File: src/rtl/memwb_stage.sv
// ----------------------------------------------------------------------------
// memwb_stage
//
// MEM/WB pipeline stage with a valid/ready handshake and a two-entry skid
// buffer (main + skid). It also contains the write-back mux and generates the
// register-file write enable. When downstream is ready it passes one transfer
// per cycle with one cycle of latency and no bubbles.
//
// Parameters
//   DW    data width of ALU result, memory read data and wb_data
//   AW    register address width
//   WB_W  WB control width (>= 2): bit0 RegWrite, bit1 MemToReg, rest passed on
//
// Ports
//   clk, reset      clock; synchronous active-high reset
//   flush           kill all held entries; beats accept and consume
//   in_valid/ready  upstream handshake (MEM stage)
//   wb_ctrl_in, dmem_rdata_in, alu_result_in, dest_addr_in   upstream payload
//   out_valid/ready downstream handshake (WB / register file)
//   wb_ctrl, dmem_rdata, alu_result, dest_addr               registered payload
//   wb_data         MemToReg ? dmem_rdata : alu_result
//   wb_we           out_valid & out_ready & RegWrite & (dest_addr != 0)
//
// Optional feature (macro MEMWB_FWD_EN)
//   Adds rs_addr/rt_addr inputs and fwd_rs/fwd_rt/fwd_data outputs. These
//   compare the held entry against the source registers, combinationally.
//   When the macro is undefined the ports and the compare logic are absent.
// ----------------------------------------------------------------------------
module memwb_stage #(
    parameter int unsigned DW   = 32,
    parameter int unsigned AW   = 5,
    parameter int unsigned WB_W = 2
) (
    input  logic            clk,
    input  logic            reset,
    input  logic            flush,
    input  logic            in_valid,
    output logic            in_ready,
    input  logic [WB_W-1:0] wb_ctrl_in,
    input  logic [DW-1:0]   dmem_rdata_in,
    input  logic [DW-1:0]   alu_result_in,
    input  logic [AW-1:0]   dest_addr_in,
    output logic            out_valid,
    input  logic            out_ready,
    output logic [WB_W-1:0] wb_ctrl,
    output logic [DW-1:0]   dmem_rdata,
    output logic [DW-1:0]   alu_result,
    output logic [AW-1:0]   dest_addr,
    output logic [DW-1:0]   wb_data,
    output logic            wb_we
`ifdef MEMWB_FWD_EN
    ,
    input  logic [AW-1:0]   rs_addr,
    input  logic [AW-1:0]   rt_addr,
    output logic            fwd_rs,
    output logic            fwd_rt,
    output logic [DW-1:0]   fwd_data
`endif
);

    typedef struct packed {
        logic [WB_W-1:0] ctrl;
        logic [DW-1:0]   dmem;
        logic [DW-1:0]   alu;
        logic [AW-1:0]   dest;
    } entry_t;

    entry_t main_q, main_d;
    entry_t skid_q, skid_d;
    logic   m_v_q, m_v_d;
    logic   s_v_q, s_v_d;

    entry_t in_entry;
    logic   accept;
    logic   consume;
    logic   dest_nz;

    assign in_entry = '{ctrl: wb_ctrl_in, dmem: dmem_rdata_in,
                        alu: alu_result_in, dest: dest_addr_in};

    // The skid entry is the only reason to stall upstream. Reset also holds
    // in_ready low so that nothing is accepted while state is being cleared.
    assign in_ready = ~s_v_q & ~reset;
    assign accept   = in_valid & in_ready;
    assign consume  = m_v_q & out_ready;

    always_comb begin
        m_v_d  = m_v_q;
        s_v_d  = s_v_q;
        main_d = main_q;
        skid_d = skid_q;

        if (flush) begin
            // Data regs keep their contents; only the flags matter.
            m_v_d = 1'b0;
            s_v_d = 1'b0;
        end else if (!m_v_q || consume) begin
            // Main is free this cycle. The skid entry is older than any input,
            // so it goes first. accept cannot occur while s_v_q is set.
            if (s_v_q) begin
                main_d = skid_q;
                m_v_d  = 1'b1;
                s_v_d  = 1'b0;
            end else if (accept) begin
                main_d = in_entry;
                m_v_d  = 1'b1;
            end else begin
                m_v_d = 1'b0;
            end
        end else if (accept) begin
            // Main is stalled: park the word just accepted in the skid slot.
            skid_d = in_entry;
            s_v_d  = 1'b1;
        end
    end

    always_ff @(posedge clk) begin
        if (reset) begin
            m_v_q  <= 1'b0;
            s_v_q  <= 1'b0;
            main_q <= '0;
            skid_q <= '0;
        end else begin
            m_v_q  <= m_v_d;
            s_v_q  <= s_v_d;
            main_q <= main_d;
            skid_q <= skid_d;
        end
    end

    assign out_valid  = m_v_q;
    assign wb_ctrl    = main_q.ctrl;
    assign dmem_rdata = main_q.dmem;
    assign alu_result = main_q.alu;
    assign dest_addr  = main_q.dest;

    // R0 is hardwired, so a write to it is suppressed but the data still flows.
    assign dest_nz = (main_q.dest != '0);
    assign wb_data = main_q.ctrl[1] ? main_q.dmem : main_q.alu;
    assign wb_we   = consume & main_q.ctrl[0] & dest_nz;

`ifdef MEMWB_FWD_EN
    logic fwd_cand;

    // Only a valid RegWrite entry to a non-zero register may forward.
    assign fwd_cand = m_v_q & main_q.ctrl[0] & dest_nz;
    assign fwd_rs   = fwd_cand & (main_q.dest == rs_addr);
    assign fwd_rt   = fwd_cand & (main_q.dest == rt_addr);
    assign fwd_data = wb_data;
`endif

    // A stalled entry must not change under the consumer.
    stall_stable_a : assert property (@(posedge clk) disable iff (reset)
        (m_v_q && !out_ready && !flush) |=> (m_v_q && $stable(main_q)));

    // The skid slot is only ever filled behind an occupied main slot.
    skid_order_a : assert property (@(posedge clk) disable iff (reset)
        s_v_q |-> m_v_q);

endmodule

File: config.mk
export PLATFORM = sky130hd
export DESIGN_NAME = memwb_stage
export DESIGN_NICKNAME = d
export VERILOG_FILES = /design/src/rtl/memwb_stage.sv
export SDC_FILE = /design/constraint.sdc
export NUM_CORES = 1
export LEC_CHECK = 0
export BUFFER_PORTS_ARGS = -buffer_cell sky130_fd_sc_hd__buf_2
export CAP_MARGIN = 20
export CORE_ASPECT_RATIO = 2
export CORE_UTILIZATION = 57
export CTS_CLUSTER_DIAMETER = 40
export DETAILED_ROUTE_END_ITERATION = 16
export PLACE_DENSITY = 0.85
export SKIP_CTS_REPAIR_TIMING = 1
export SLEW_MARGIN = 20
export SYNTH_ARGS = -nofsm -noshare
export SYNTH_HDL_FRONTEND = slang
export SYNTH_SLANG_ARGS = --single-unit
File: constraint.sdc
create_clock -name clk -period 4.5 [get_ports clk]
set_clock_uncertainty 0.2 [all_clocks]
set_input_delay 0.225 -clock clk [delete_from_list [all_inputs] [get_ports clk]]
set_output_delay 0.225 -clock clk [all_outputs]
set_load 0.005 [all_outputs]
==> results of run 1 <==
[registers in the layout, summed over array words and instances, names as in the netlist]
signal / count
dest_addr: 5
out_valid: 1
dmem_rdata: 32
s_v_q: 1
skid_q: 71
wb_ctrl: 2
alu_result: 32
[final cells by class]
cell class	instances	area, µm²	share of cell area [%]
well taps	147	184	2.02
multi-input cells	544	3770	41.4
clock inverters	11	115	1.26
inverters	1	3.75	0.0411
flip-flops and latches	144	2890	31.7
clock buffers	20	447	4.90
repair buffers	263	1710	18.7
[critical path, delay by kind of cell]
family	cells	cell delay [ns]
compound gates	2	0.40
buf+inv	3	1.14
simple gates	1	0.88
[per-layer routing]
layer  share of wire, %  vias to the layer above
met2                 54                      270
met3                4.2                       70
met5                  0                        -
li1                   -                     3069
met1                 37                     3165
met4                4.5                        0
[worst paths after layout]
kind	to	startpoint	cells after the start
worst max-delay path	skid_q[26]$_SDFFE_PP0P_	flush	6
worst min-delay path	out_valid$_SDFFE_PP0P_	out_ready	3
worst max register to register	dest_addr[4]$_SDFFE_PP0P_	s_v_q$_SDFFE_PP0P_	4
worst min register to register	skid_q[70]$_SDFFE_PP0P_	skid_q[70]$_SDFFE_PP0P_	2
[synthesized netlist by cell type (2+ instances only)]
cell	n
nand3_1	72
dfxtp_1	144
nor2_1	75
a21oi_1	72
buf_1	7
o21ai_1	71
mux2_2	53
nand2b_1	2
buf_6	8
nor2b_1	73
clkbuf_1	26
mux2i_1	71
mux2_1	50
buf_2	32
[metrics by stage]
step	worst slack [ns]	utilization, %
final	1.87	75.7
after detailed placement	1.85	65.0
after floorplan	2.83	-
after global placement	1.88	65.0
after global routing	1.82	75.7
after CTS	1.95	69.6
[cell families after synthesis]
family | count (synthesis) | share of synthesized area, %
buffers and inverters | 74 | 5.39
AND/OR/NAND/NOR | 225 | 16.4
flip-flops | 144 | 41.1
AO/OA/AOI/OAI | 145 | 10.5
multiplexers | 174 | 26.7
[where the power goes]
part / switching (W) / internal (W) / leakage [nW]
logic: 0.000155 / 0.000154 / 2.43
clock network: 0.000535 / 0.000823 / 0.280
registers: 0.0000251 / 0.00130 / 1.17
total: 0.000716 / 0.00228 / 3.88
==> results.sh, run 1 <==
export IMPL_fillers=804
export IMPL_drtAntennaViolNets=0
export IMPL_hold_path_class="in2reg"
export IMPL_synth_top_area_share_pct=41.1
export IMPL_grt_use_met2_pct=49.8
export IMPL_p_leak_nw=3.88
export IMPL_crit_slowest_cell="or4b_2"
export IMPL_synth_edff_count=0
export IMPL_drive_gt1_share_pct=28.4
export IMPL_cp_start_kind="input pin"
export IMPL_ys_types=20
export IMPL_hold_viol_final=0
export IMPL_hpwl_um=11100
export IMPL_p_per_area_mw_per_mm2=328
export IMPL_layout_common_cells="buf_2 (180), dfxtp_1 (142), nor2_1 (75)"
export IMPL_required_ns=4.55
export IMPL_gp_congestion=0.822
export IMPL_outcome="completed"
export IMPL_initial_core_util_pct=58.2
export IMPL_grt_first_pass_wirelength_um=27800
export IMPL_async_flop_share_pct=0
export IMPL_syn_inst=762
export IMPL_drv_slew=0
export IMPL_path_class="in2reg"
export IMPL_ys_top_cells_by_area="dfxtp_1 (41%), mux2i_1 (10%), mux2_2 (8.5%)"
export IMPL_hold_worst_slack_ns=0.119
export IMPL_max_freq_mhz=381
export IMPL_total_power_w=0.00299
export IMPL_grt_max_degree=118
export IMPL_syn2layout_area_growth_pct=30.0
export IMPL_clk_pin_slew_ns=0.06
export IMPL_critical_path_cell_chain="dlygate4sd3_1 -> buf_2 -> or4b_2 -> buf_4 -> o21ai_1 -> a21oi_1"
export IMPL_die_area_mm2=0.0128
export IMPL_maxCapViolCount=0
export IMPL_clockBufferDepth=2
export IMPL_placedCellCount=1026
export IMPL_grt_busiest_layer="met2"
export IMPL_wl_per_cell_um=17.6
export IMPL_crit_fanout=54
export IMPL_finalNetCount=1047
export IMPL_insertion_delay_ns=0.42
export IMPL_end_kind="flip-flop"
export IMPL_grt_antenna_before_repair=0
export IMPL_num_vias=6574
export IMPL_dpl_instance_area_mm2=0.00783
export IMPL_die_w_um=80.5
export IMPL_synthFlopType="dfxtp_1"
export IMPL_cts_root_buf="clkbuf_16"
export IMPL_grt_pass1_vias=5905
export IMPL_worstPathArrival_ns=2.68
export IMPL_layout_cells_most_common="buf_2"
export IMPL_cts_buffers_inserted=17
export IMPL_r2r_slack_ns=1.99
export IMPL_diodes=0
export IMPL_grt_use_total_pct=27.8
export IMPL_period_share_pct=58.4
export IMPL_grt_use_met1_pct=29.8
export IMPL_cts_tree="yes"
export IMPL_vdd_drop_max_mv=0.306
export IMPL_wirelength_um=19900
export IMPL_synth_seq_cells=144
export IMPL_io_buffers=181
export IMPL_slew_headroom_pct=35.4
export IMPL_setup_viol=0
export IMPL_stdcell_count=1130
export IMPL_via_per_inst=5.82
export IMPL_core_area_mm2=0.0121
export IMPL_synth_warnings=0
export IMPL_die_y_um=159
export IMPL_fin_crit_ns=2.63
export IMPL_worst_path_largest_cell_delay_ns=0.88
export IMPL_grt_use_met3_pct=4.25
export IMPL_drc=0
export IMPL_worst_slew_pin_slew_ns=0.969
export IMPL_htreeDepth=4
export IMPL_yosys_area_top_type="dfxtp_1"
export IMPL_drtIter0Drc=499
export IMPL_syn_cell_area_mm2=0.00702
export IMPL_drt_pass1_iterations=5
export IMPL_overflow=0
export IMPL_syn_nets=838
export IMPL_num_io_pins=182
export IMPL_rows=57
export IMPL_clock_sinks=144
export IMPL_grt_setup_unrepaired="no"
export IMPL_timing_setup_tns_ns=0
export IMPL_fin_area_mm2=0.00912
export IMPL_synth_seq_area_share_pct=41.1
export IMPL_synth_avg_cell_area_um2=9.21
Note: power is estimated with default switching activity, not from simulation.
==> run 2, diff against run 1 <==
--- a/config.mk
+++ b/config.mk
@@ -5,13 +5,14 @@
 export SDC_FILE = /design/constraint.sdc
 export NUM_CORES = 1
 export LEC_CHECK = 0
+export ABC_AREA = 1
 export BUFFER_PORTS_ARGS = -buffer_cell sky130_fd_sc_hd__buf_2
 export CAP_MARGIN = 20
 export CORE_ASPECT_RATIO = 2
-export CORE_UTILIZATION = 57
+export CORE_UTILIZATION = 54
 export CTS_CLUSTER_DIAMETER = 40
 export DETAILED_ROUTE_END_ITERATION = 16
-export PLACE_DENSITY = 0.85
+export PLACE_DENSITY = 0.8
 export SKIP_CTS_REPAIR_TIMING = 1
 export SLEW_MARGIN = 20
 export SYNTH_ARGS = -nofsm -noshare
==> constraint.sdc (replaced) <==
create_clock -name clk -period 2.6 [get_ports clk]
set_clock_uncertainty 0.2 [all_clocks]
set_input_delay 0.13 -clock clk [delete_from_list [all_inputs] [get_ports clk]]
set_output_delay 0.13 -clock clk [all_outputs]
set_load 0.005 [all_outputs]
==> results.sh, run 2 <==
export IMPL_outcome="completed"
export IMPL_hpwl_um=13800
export IMPL_num_io_pins=182
export IMPL_synth_top_area_share_pct=38.3
export IMPL_timing_setup_tns_ns=0
export IMPL_clock_sinks=144
export IMPL_syn_inst=1205
export IMPL_pwr_share_clk_pct=43.7
export IMPL_io_buffers=181
export IMPL_maxCapViolCount=0
export IMPL_slew_headroom_pct=61.0
export IMPL_gp_congestion=0.889
export IMPL_die_w_um=85.5
export IMPL_clockBufferDepth=2
export IMPL_drc=0
export IMPL_pwr_share_comb_pct=13.1
export IMPL_async_flop_share_pct=0
export IMPL_fin_crit_ns=2.27
export IMPL_num_vias=7935
export IMPL_grt_first_pass_wirelength_um=33900
export IMPL_path_class="reg2reg"
export IMPL_grt_max_degree=111
export IMPL_synth_warnings=0
export IMPL_vdd_drop_max_mv=0.466
export IMPL_synthFlopType="dfxtp_1"
export IMPL_crit_slowest_cell="dlygate4sd3_1"
export IMPL_drtAntennaViolNets=0
export IMPL_cts_root_buf="clkbuf_16"
export IMPL_diodes=0
export IMPL_required_ns=2.76
export IMPL_grt_antenna_before_repair=0
export IMPL_cts_buffers_inserted=17
export IMPL_p_leak_nw=5.40
export IMPL_synth_common_cells="nor2_1 (430), nand2_1 (219), inv_1 (147)"
export IMPL_rows=60
export IMPL_critical_path_cell_chain="buf_12 -> o21bai_4 -> buf_12 -> nand2_1 -> nand2_1 -> dlygate4sd3_1"
export IMPL_setup_viol=0
export IMPL_p_int_w=0.00395
export IMPL_yosysMostFrequentCell="nor2_1"
export IMPL_switching_power_w=0.00146
export IMPL_worstPathArrival_ns=2.43
export IMPL_end_kind="flip-flop"
export IMPL_drt_pass1_iterations=5
export IMPL_final_util_pct=72.0
export IMPL_initial_core_util_pct=55.7
export IMPL_grt_pass1_vias=6901
export IMPL_synth_edff_count=0
export IMPL_hold_path_class="in2reg"
export IMPL_cts_tree="yes"
export IMPL_wl_per_cell_um=14.3
export IMPL_overflow=0
export IMPL_worst_path_largest_cell_delay_ns=0.54
export IMPL_seq_power_share_pct=43.2
export IMPL_ys_top_cells_by_area="dfxtp_1 (38%), nor2_1 (21%), nand2_1 (11%)"
export IMPL_layout_common_cells="nor2_1 (430), nand2_1 (219), buf_2 (181)"
export IMPL_cp_start_kind="flip-flop"
export IMPL_die_area_mm2=0.0145
export IMPL_syn2layout_area_growth_pct=29.2
export IMPL_insertion_delay_ns=0.41
export IMPL_largest_register_ffs=71
export IMPL_p_sw_share_pct=27.0
export IMPL_yosys_area_top_type="dfxtp_1"
export IMPL_wirelength_um=22700
export IMPL_via_per_inst=5.01
export IMPL_clk_pin_slew_ns=0.06
export IMPL_layout_cells_most_common="nor2_1"
export IMPL_grt_use_total_pct=29.8
export IMPL_syn_cell_area_mm2=0.00753
export IMPL_hold_viol_final=0
export IMPL_max_freq_mhz=440
export IMPL_period_share_pct=87.4
export IMPL_htreeDepth=4
export IMPL_drive_gt1_share_pct=18.9
export IMPL_finalNetCount=1492
export IMPL_synth_seq_area_share_pct=38.3
export IMPL_synth_avg_cell_area_um2=6.25
export IMPL_die_y_um=169
export IMPL_syn_nets=1281
export IMPL_r2r_slack_ns=0.33
export IMPL_drtIter0Drc=503
export IMPL_crit_fanout=110
export IMPL_p_per_area_mw_per_mm2=556
export IMPL_top_register="skid_q"
export IMPL_worst_slew_pin_slew_ns=0.586
export IMPL_synth_seq_cells=144
export IMPL_grt_setup_unrepaired="no"
export IMPL_ys_types=20
export IMPL_core_area_mm2=0.0135
export IMPL_drv_slew=0
==> run 2: logic make-up (layout without fill, tap and decap cells) <==
| logic type | Yosys count | count (layout) | synth area share (%) |
|---|---|---|---|
| and+or+nand+nor | 799 | 799 | 42.7 |
| muxes | 32 | 32 | 4.78 |
| DFF | 144 | 144 | 38.3 |
| AOI/OAI and AO/OA | 3 | 3 | 0.332 |
| buffers and inverters | 227 | 451 | 13.9 |
==> run 2: through the flow <==
stage               area [µm²]  setup slack (ns)  hold slack (ns)  std cells  power [W]
global placement          8400             0.745            0.259       1476    0.00298
global route              9730             0.227            0.122       1584    0.00560
CTS                       8970             0.445           -0.165       1508    0.00532
floorplan                 7530              1.16           0.0785       1205    0.00274
finish                    9730             0.328            0.111       1584    0.00541
detailed placement        8400             0.710            0.268       1476    0.00299
==> run 2: final timing paths <==
path / start / endpoint / cells past startpoint
hold / removal: reset / skid_q[11]$_SDFFE_PP0P_ / 4
setup / recovery: s_v_q$_SDFFE_PP0P_ / out_valid$_SDFFE_PP0P_ / 6
setup reg to reg: s_v_q$_SDFFE_PP0P_ / out_valid$_SDFFE_PP0P_ / 6
hold reg to reg: skid_q[4]$_SDFFE_PP0P_ / skid_q[4]$_SDFFE_PP0P_ / 2
==> run 2: routing by layer <==
layer	up-vias	share of wire (%)	global-route usage [%]
li1	4021	-	-
met1	3541	38	33.3
met2	330	53	55.5
met3	43	5.3	3.95
met4	0	3.4	12.7
met5	-	0	0
==> run 2: critical path, delay by kind of cell, from the launching register on <==
family	cells	cell delay, ns
compound gates	1	0.22
buf+inv	3	1.24
flops	1	0.38
simple gates	2	0.15
==> run 2: final cells by class <==
| type | count | area, µm² |
|---|---|---|
| clock buffer | 18 | 439 |
| clock inverter | 14 | 130 |
| fill | 1161 | 3780 |
| inverter | 149 | 562 |
| multi-input combinational | 834 | 3630 |
| sequential | 144 | 2890 |
| tap | 155 | 194 |
| timing repair buffer | 270 | 1890 |
==> run 2: power groups by stage <==
stage	logic, W	registers (W)	clock network, W
3_5_place_dp	0.000606	0.00239	0
2_1_floorplan	0.000374	0.00236	0
6_report	0.000707	0.00234	0.00237
3_3_place_gp	0.000597	0.00238	0
5_1_grt	0.000780	0.00234	0.00247
4_1_cts	0.000611	0.00234	0.00238
==> run 3, diff against run 2 <==
--- a/config.mk
+++ b/config.mk
@@ -10,6 +10,7 @@
 export CAP_MARGIN = 20
 export CORE_ASPECT_RATIO = 2
 export CORE_UTILIZATION = 54
+export CTS_BUF_LIST = sky130_fd_sc_hd__clkbuf_16
 export CTS_CLUSTER_DIAMETER = 40
 export DETAILED_ROUTE_END_ITERATION = 16
 export PLACE_DENSITY = 0.8
==> results.sh, run 3 (same netlist as run 2, synthesis figures left out) <==
export IMPL_p_leak_nw=5.39
export IMPL_slew_headroom_pct=60.6
export IMPL_seq_power_share_pct=43.5
export IMPL_overflow=0
export IMPL_fillers=1165
export IMPL_drtIter0Drc=580
export IMPL_clock_sinks=144
export IMPL_num_vias=7949
export IMPL_insertion_delay_ns=0.42
export IMPL_pwr_share_clk_pct=43.4
export IMPL_crit_slowest_cell="dlygate4sd3_1"
export IMPL_switching_power_w=0.00146
export IMPL_vdd_drop_max_mv=0.466
export IMPL_largest_register_ffs=71
export IMPL_wirelength_um=22700
export IMPL_num_io_pins=182
export IMPL_fin_crit_ns=2.25
export IMPL_drive_gt1_share_pct=18.8
export IMPL_htreeDepth=4
export IMPL_maxCapViolCount=0
export IMPL_rows=60
export IMPL_drc=0
export IMPL_cp_start_kind="flip-flop"
export IMPL_clk_pin_slew_ns=0.07
export IMPL_drv_slew=0
export IMPL_initial_core_util_pct=55.7
export IMPL_end_kind="flip-flop"
export IMPL_worst_path_largest_cell_delay_ns=0.54
export IMPL_die_y_um=169
export IMPL_grt_pass1_vias=6892
export IMPL_hold_worst_slack_ns=0.104
export IMPL_p_int_w=0.00392
export IMPL_ff_latch_area_mm2=0.00289
export IMPL_grt_antenna_before_repair=0
export IMPL_reg2reg_from="s_v_q$_SDFFE_PP0P_"
export IMPL_max_freq_mhz=444
export IMPL_hp_start="reset"
export IMPL_cts_tree="yes"
export IMPL_critical_path_startpoint="s_v_q$_SDFFE_PP0P_"
export IMPL_grt_first_pass_wirelength_um=33700
export IMPL_hold_viol_final=0
export IMPL_drtAntennaViolNets=0
export IMPL_critical_path_cell_chain="buf_12 -> o21bai_4 -> buf_12 -> nand2_1 -> nand2_1 -> dlygate4sd3_1"
export IMPL_hpwl_um=13800
export IMPL_wl_per_cell_um=14.4
export IMPL_timing_setup_tns_ns=0
export IMPL_die_area_mm2=0.0145
export IMPL_syn2layout_area_growth_pct=29.0
export IMPL_cts_buffers_inserted=17
export IMPL_finalNetCount=1492
export IMPL_gp_congestion=0.889
export IMPL_die_w_um=85.5
export IMPL_worst_slew_pin_slew_ns=0.591
export IMPL_core_area_mm2=0.0135
export IMPL_io_buffers=181
export IMPL_layout_cells_most_common="nor2_1"
export IMPL_pwr_share_comb_pct=13.1
export IMPL_clockBufferDepth=2
export IMPL_layout_common_cells="nor2_1 (430), nand2_1 (219), buf_2 (181)"
export IMPL_crit_fanout=110
export IMPL_total_power_w=0.00538
export IMPL_period_share_pct=86.6
export IMPL_cts_root_buf="clkbuf_16"
export IMPL_p_sw_share_pct=27.1
export IMPL_top_register="skid_q"
export IMPL_multi_input_area_mm2=0.00363
export IMPL_diodes=0
export IMPL_outcome="completed"
export IMPL_grt_setup_unrepaired="no"
export IMPL_setup_viol=0
export IMPL_p_per_area_mw_per_mm2=553
export IMPL_path_class="reg2reg"
export IMPL_hold_path_class="in2reg"
export IMPL_worstPathArrival_ns=2.41
export IMPL_required_ns=2.76
export IMPL_grt_max_degree=111
export IMPL_grt_use_total_pct=29.7
export IMPL_drt_pass1_iterations=5
export IMPL_via_per_inst=5.02
run 3: area by class of cell:
cell class | instances | area share [%]
clock buffers | 17 | 4.38
flip-flops and latches | 144 | 29.7
well taps | 155 | 2.00
repair buffers | 270 | 19.4
clock inverters | 15 | 1.38
multi-input cells | 834 | 37.3
inverters | 149 | 5.78
run 3: critical path, delay by kind of cell (launching register included):
kind            cells  cell delay, ns
compound gates      1            0.22
buf+inv             3            1.22
flops               1            0.38
simple gates        2            0.15
run 3: worst paths after layout:
| check | to | slack, ns | cells after the start |
|---|---|---|---|
| max reg2reg | out_valid$_SDFFE_PP0P_ | 0.35 | 6 |
| min reg2reg | skid_q[4]$_SDFFE_PP0P_ | 0.28 | 2 |
| max | out_valid$_SDFFE_PP0P_ | 0.35 | 6 |
| min | skid_q[3]$_SDFFE_PP0P_ | 0.10 | 4 |
run 3: metal layers:
metal	up-vias	part of all wire, %	GRT usage [%]	wire length [µm]
met1	3536	37	32.9	8430
met5	-	0	0	0
met4	0	3.5	12.5	796
li1	4015	-	-	-
met3	49	5.7	4.05	1300
met2	349	54	55.5	12200
run 3: stage by stage:
step                instances  cell area [µm²]  setup WS, ns  util, %
global placement         1476             8400         0.745     62.2
global route             1584             9720         0.227     71.9
floorplan                1205             7530          1.16        -
detailed placement       1476             8400         0.710     62.2
finish                   1584             9720         0.348     71.9
CTS                      1508             8960         0.445     66.3
run 3: power groups by stage:
| stage | logic (W) | registers [W] | clock network [W] |
|---|---|---|---|
| 2_1_floorplan | 0.000374 | 0.00236 | 0 |
| 3_3_place_gp | 0.000597 | 0.00238 | 0 |
| 3_5_place_dp | 0.000606 | 0.00239 | 0 |
| 4_1_cts | 0.000611 | 0.00234 | 0.00235 |
| 5_1_grt | 0.000779 | 0.00234 | 0.00244 |
| 6_report | 0.000707 | 0.00234 | 0.00233 |
